### src/rtl/font_rom_arbiter.sv
// font_rom_arbiter: two-port arbiter in front of a synchronous font ROM.
// Port 0 (video text pipeline) always wins and is never stalled; port 1
// (HUD/menu writer) is buffered in a one-entry hold register and issued
// on the first cycle port 0 is idle.
// Optional build macro FONT_ARB_REGOUT_EN adds one output register stage
// (response latency 2 cycles after issue instead of 1).
module font_rom_arbiter #(
    parameter int ADDR_W       = 11,
    parameter int DATA_W       = 8,
    parameter int STARVE_LIMIT = 1024
) (
    input  logic              clk,
    input  logic              rst_n,
    input  logic              req0_valid,
    input  logic [ADDR_W-1:0] req0_addr,
    output logic              rsp0_valid,
    output logic [DATA_W-1:0] rsp0_data,
    input  logic              req1_valid,
    input  logic [ADDR_W-1:0] req1_addr,
    output logic              req1_ready,
    output logic              rsp1_valid,
    output logic [DATA_W-1:0] rsp1_data,
    output logic              rom_en,
    output logic [ADDR_W-1:0] rom_addr,
    input  logic [DATA_W-1:0] rom_data,
    output logic              p1_starve
);

    typedef enum logic {
        ST_EMPTY = 1'b0,
        ST_WAIT  = 1'b1
    } state_t;

    localparam logic [31:0] LP_LIMIT = 32'(STARVE_LIMIT);

    state_t              r_state;
    state_t              w_state_nxt;
    logic [ADDR_W-1:0]   r_p1_addr;
    logic                r_gnt0;
    logic                r_gnt1;
    logic [15:0]         r_wait_cnt;
    logic [DATA_W-1:0]   r_d0;
    logic [DATA_W-1:0]   r_d1;
    logic                w_accept;
    logic                w_issue1;
    logic                w_pend;

    // Ready depends only on registered state, so there is no path from req1_valid.
    assign w_pend     = (r_state == ST_WAIT);
    assign req1_ready = ~w_pend;
    assign w_accept   = req1_valid && req1_ready;
    assign w_issue1   = w_pend && !req0_valid;

    // Port 0 drives the ROM whenever it is active; otherwise the held port-1 address.
    assign rom_en     = req0_valid || w_pend;
    assign rom_addr   = req0_valid ? req0_addr : r_p1_addr;

    assign p1_starve  = ({16'd0, r_wait_cnt} >= LP_LIMIT);

    // Hold-register state: EMPTY accepts, WAIT issues on the first port-0 idle cycle.
    always_comb begin
        w_state_nxt = r_state;
        case (r_state)
            ST_EMPTY: if (w_accept) w_state_nxt = ST_WAIT;
            ST_WAIT:  if (w_issue1) w_state_nxt = ST_EMPTY;
            default:  w_state_nxt = ST_EMPTY;
        endcase
    end

    // FSM state register.
    always_ff @(posedge clk or negedge rst_n) begin
        if (!rst_n) r_state <= ST_EMPTY;
        else        r_state <= w_state_nxt;
    end

    // Capture the port-1 address at acceptance.
    always_ff @(posedge clk or negedge rst_n) begin
        if (!rst_n)        r_p1_addr <= '0;
        else if (w_accept) r_p1_addr <= req1_addr;
    end

    // Grant tags mark which port owns the ROM data arriving next cycle.
    always_ff @(posedge clk or negedge rst_n) begin
        if (!rst_n) begin
            r_gnt0 <= 1'b0;
            r_gnt1 <= 1'b0;
        end else begin
            r_gnt0 <= req0_valid;
            r_gnt1 <= w_issue1;
        end
    end

    // Saturating count of cycles port 1 spent waiting behind port 0.
    always_ff @(posedge clk or negedge rst_n) begin
        if (!rst_n)                              r_wait_cnt <= '0;
        else if (w_issue1)                       r_wait_cnt <= '0;
        else if (w_pend && r_wait_cnt != 16'hFFFF) r_wait_cnt <= r_wait_cnt + 16'd1;
    end

    // Per-port data registers keep the last delivered font row.
    always_ff @(posedge clk or negedge rst_n) begin
        if (!rst_n) begin
            r_d0 <= '0;
            r_d1 <= '0;
        end else begin
            if (r_gnt0) r_d0 <= rom_data;
            if (r_gnt1) r_d1 <= rom_data;
        end
    end

`ifdef FONT_ARB_REGOUT_EN
    logic r_v0;
    logic r_v1;

    // Extra output stage: valids delayed one cycle to line up with the data registers.
    always_ff @(posedge clk or negedge rst_n) begin
        if (!rst_n) begin
            r_v0 <= 1'b0;
            r_v1 <= 1'b0;
        end else begin
            r_v0 <= r_gnt0;
            r_v1 <= r_gnt1;
        end
    end

    assign rsp0_valid = r_v0;
    assign rsp1_valid = r_v1;
    assign rsp0_data  = r_d0;
    assign rsp1_data  = r_d1;
`else
    assign rsp0_valid = r_gnt0;
    assign rsp1_valid = r_gnt1;
    assign rsp0_data  = r_gnt0 ? rom_data : r_d0;
    assign rsp1_data  = r_gnt1 ? rom_data : r_d1;
`endif

endmodule

### config.mk
export PLATFORM = sky130hd
export DESIGN_NAME = font_rom_arbiter
export DESIGN_NICKNAME = d
export VERILOG_FILES = /design/src/rtl/font_rom_arbiter.sv
export SDC_FILE = /design/constraint.sdc
export NUM_CORES = 1
export LEC_CHECK = 0
export ABC_AREA = 1
export CORE_ASPECT_RATIO = 1.25
export CORE_UTILIZATION = 44
export CTS_CLUSTER_DIAMETER = 50
export CTS_CLUSTER_SIZE = 20
export DETAILED_ROUTE_END_ITERATION = 8
export PLACE_DENSITY = 0.77
export SETUP_SLACK_MARGIN = 0.1
export SKIP_LAST_GASP = 1
export SYNTH_ARGS = -nofsm -noshare
export SYNTH_HDL_FRONTEND = slang
export SYNTH_SLANG_ARGS = --single-unit
### constraint.sdc
create_clock -name clk -period 1.72 [get_ports clk]
set_input_delay 0.516 -clock clk [delete_from_list [all_inputs] [get_ports clk]]
set_output_delay 0.516 -clock clk [all_outputs]
set_load 0.03 [all_outputs]
==> results of run 1 <==
==> cells by family after synthesis <==
family | share of synthesized area
AOI/OAI and AO/OA | 0.0270
xor gates and xnor gates | 0.0111
adders and majority gates | 0.0106
buffers and inverters | 0.0487
DFF | 0.487
muxes | 0.129
and+or+nand+nor | 0.287
==> power groups by stage <==
stage	Combinational, W	Clock, W	Sequential, W
global route	0.00129	0.000743	0.00139
CTS	0.00117	0.000702	0.00137
finish	0.00120	0.000679	0.00137
floorplan	0.000633	0	0.00137
global placement	0.000993	0	0.00138
detailed placement	0.00102	0	0.00139
==> per-layer routing <==
| metal | wire length [um] | GRT usage | part of all wire |
|---|---|---|---|
| met1 | 2320 | 0.248 | 0.41 |
| met2 | 3130 | 0.372 | 0.55 |
| met3 | 133 | 0.0342 | 0.023 |
| met4 | 81 | 0.0677 | 0.014 |
| met5 | 0 | 0 | 0 |
==> layout by cell type, fill, tap and decap left out, drive strengths merged <==
| cell type | netlist | routed |
|---|---|---|
| a21oi | 2 | 2 |
| buf | 3 | 60 |
| clkbuf | 4 | 6 |
| clkdlybuf4s50 | 0 | 12 |
| clkinv | 0 | 1 |
| clkinvlp | 0 | 1 |
| dfrtp | 46 | 46 |
| dlygate4sd2 | 0 | 20 |
| ha | 2 | 2 |
| inv | 18 | 19 |
| mux2 | 27 | 27 |
| nand2 | 88 | 88 |
| nand3 | 22 | 22 |
| nand3b | 2 | 2 |
| nand4 | 8 | 8 |
| nor2 | 22 | 22 |
| nor4 | 1 | 1 |
| o21ai | 10 | 10 |
| xor2 | 3 | 3 |
==> timing repair <==
item | in CTS | in global routing
pin swaps | 20 | 6
gates cloned | 1 | 0
buffers inserted | 4 | 4
gates resized for setup | 84 | 11
endpoints found under the setup margin | 33 | 33
hold endpoints to repair | 0 | 0
==> cells in the mapped netlist, types with 2 or more instances <==
cell	instances	share of area
a21oi_1	2	0.0042
clkbuf_1	4	0.0064
dfrtp_1	46	0.49
ha_1	2	0.011
inv_1	16	0.025
inv_2	2	0.0032
mux2_2	26	0.12
nand2_1	83	0.13
nand2_2	4	0.011
nand3_1	22	0.047
nand3b_1	2	0.0064
nand4_1	7	0.019
nor2_1	14	0.022
nor2_2	2	0.0053
nor2_4	6	0.029
o21ai_0	6	0.013
o21ai_1	3	0.0064
xor2_1	3	0.011
==> final cells by class <==
class / count / area (um2) / share of cell area
Inverter: 18 / 75.1 / 0.0216
Clock buffer: 5 / 68.8 / 0.0198
Timing Repair Buffer: 93 / 901 / 0.260
Clock inverter: 3 / 25.0 / 0.00721
Tap cell: 62 / 77.6 / 0.0224
Multi-Input combinational cell: 187 / 1170 / 0.336
Sequential cell: 46 / 1150 / 0.333
==> stage by stage <==
step	util	TNS, ns	instance area, um2	worst slack, ns
after global routing	0.678	-2.70	3470	-0.175
final	0.678	-2.08	3470	-0.138
after global placement	0.613	-9.48	3140	-0.330
after CTS	0.668	-2.18	3420	-0.144
after floorplan	-	0	2370	0.114
after detailed placement	0.613	-10.33	3140	-0.349
==> state kept, by name, indices dropped and copies added (netlist names) <==
register,count
r_state,1
rsp0_valid,1
rsp1_valid,1
r_d1,8
r_p1_addr,11
r_wait_cnt,16
r_d0,8
==> path summary, 6_finish.rpt <==
kind	startpoint	end	slack (ns)	depth (start not counted)
min in group clk	r_p1_addr[9]$_DFFE_PN0P_	r_p1_addr[9]$_DFFE_PN0P_	0.51	1
hold reg to reg	r_p1_addr[9]$_DFFE_PN0P_	r_p1_addr[9]$_DFFE_PN0P_	0.51	1
max in group asynchronous	rst_n	rsp0_valid$_DFF_PN0_	1.31	2
setup reg to reg	r_wait_cnt[0]$_DFFE_PN0P_	r_wait_cnt[10]$_DFFE_PN0P_	0.18	7
hold / removal	rst_n	r_wait_cnt[9]$_DFFE_PN0P_	0.17	2
setup / recovery	rsp1_valid$_DFF_PN0_	rsp1_data[0]	-0.14	3
==> run metrics, run 1 <==
CP Class register to output port; CTS H-Tree Depth 2; hold_buf cts 0; root buf cell clkbuf_8; worst slew pin tran 0.327 ns; ratio of final minimum period to clock period 1.08; async set-reset flop share out of synthesis 1.00; Synth Flop Type dfrtp_1; status finished, violations left; Peak VDD IR 0.580 mV; fill cell count between 300 and 400; Startpoint Class register; register area share after synthesis 0.487; CP Cell Sequence buf_6 -> mux2_4 -> buf_6; core box area between 5000 and 6000 um2; leak pwr 1.69 nW; CTS Sinks 46; Final HPWL DP 3930 um; number of global-route vias before repair a little over 2000; Comb pwr share 0.370; Final Hold Fails 0; Achievable Freq roughly 540 MHz; Mapped Avg Cell Area 9.16 um2; Setup WS post-layout -0.138 ns; initial DRC count 75; failing checks negative setup slack; grt total ovfl 0; cell mode on critical path buf_6; #FFs+latches synth 46; final WL 5670 um; pwr dens between 900 and 1000 nW/um2; Net Switching 0.00112 W; Mapped Cells 258; global placer's final weighted congestion 0.786; antenna cell count 0; yosys warns 0; CP endpoint kind output port; number of I/O pins 66; max cap viols 0; placed insts 397; Top delay family on crit path flip-flops; clock group share of total power 0.209; routed vias/inst 5.00; Period minus WS final 1.86 ns; Die Ht roughly 84 um; DRT Pass-1 Iters 4; CP max-delay cell dfrtp_2; CTS tree done; largest net degree at the start of global routing 47; Post-synth EDFFs 0; Rows 29; count of final max-slew check failures 0; first-pass GRT wire length 9040 um; overall global routing resource usage 0.210; switching share of power 0.343; Syn Nets 294; Via Count 2072; max incr delay on CP about 0.44 ns; Reg clk slew, reported paths 0.09 ns; Arr. time, crit path 1.34 ns; full die area 5670 um2; Port Buffers 65; RSZ-0062 raised after global routing yes; Worst Hold Class input pin to asynchronous set/reset pin; Worst Skew 0.00672 ns; WP data required 1.20 ns; share of layout cells above drive strength 1 0.338; Seq pwr share 0.421; Final setup viols 17; overall power 0.00325 W; Initial Utilization 0.462; crit path max fanout 5; Clock Latency Late Sink roughly 0.30 ns; Routed WL per cell between 10 and 15 um; initial antenna violation count 0; Internal Power 0.00214 W; Buf+Inv Stages, Crit Path 2; relative slew slack 0.783; Layout Cells excl Fill 414; Syn Std Cell Area between 2000 and 2500 um2; Die W slightly below 70 um; Yosys cell types 26; Residual DRC 0; Hold WS between 0.15 and 0.2 ns; fin nets 387; Inserted Clock Buffers 5; area delta synth->final 46.9%; Routed Antenna Nets 0; clk buf depth 2
No activity file was read; power rests on OpenSTA's default activity.
==> inputs of run 2 (changes only) <==
- CTS_BUF_LIST: default -> sky130_fd_sc_hd__clkbuf_8 sky130_fd_sc_hd__clkbuf_16
==> results of run 2 <==
The final DEF is identical to that of run 1; final timing and power are the same.
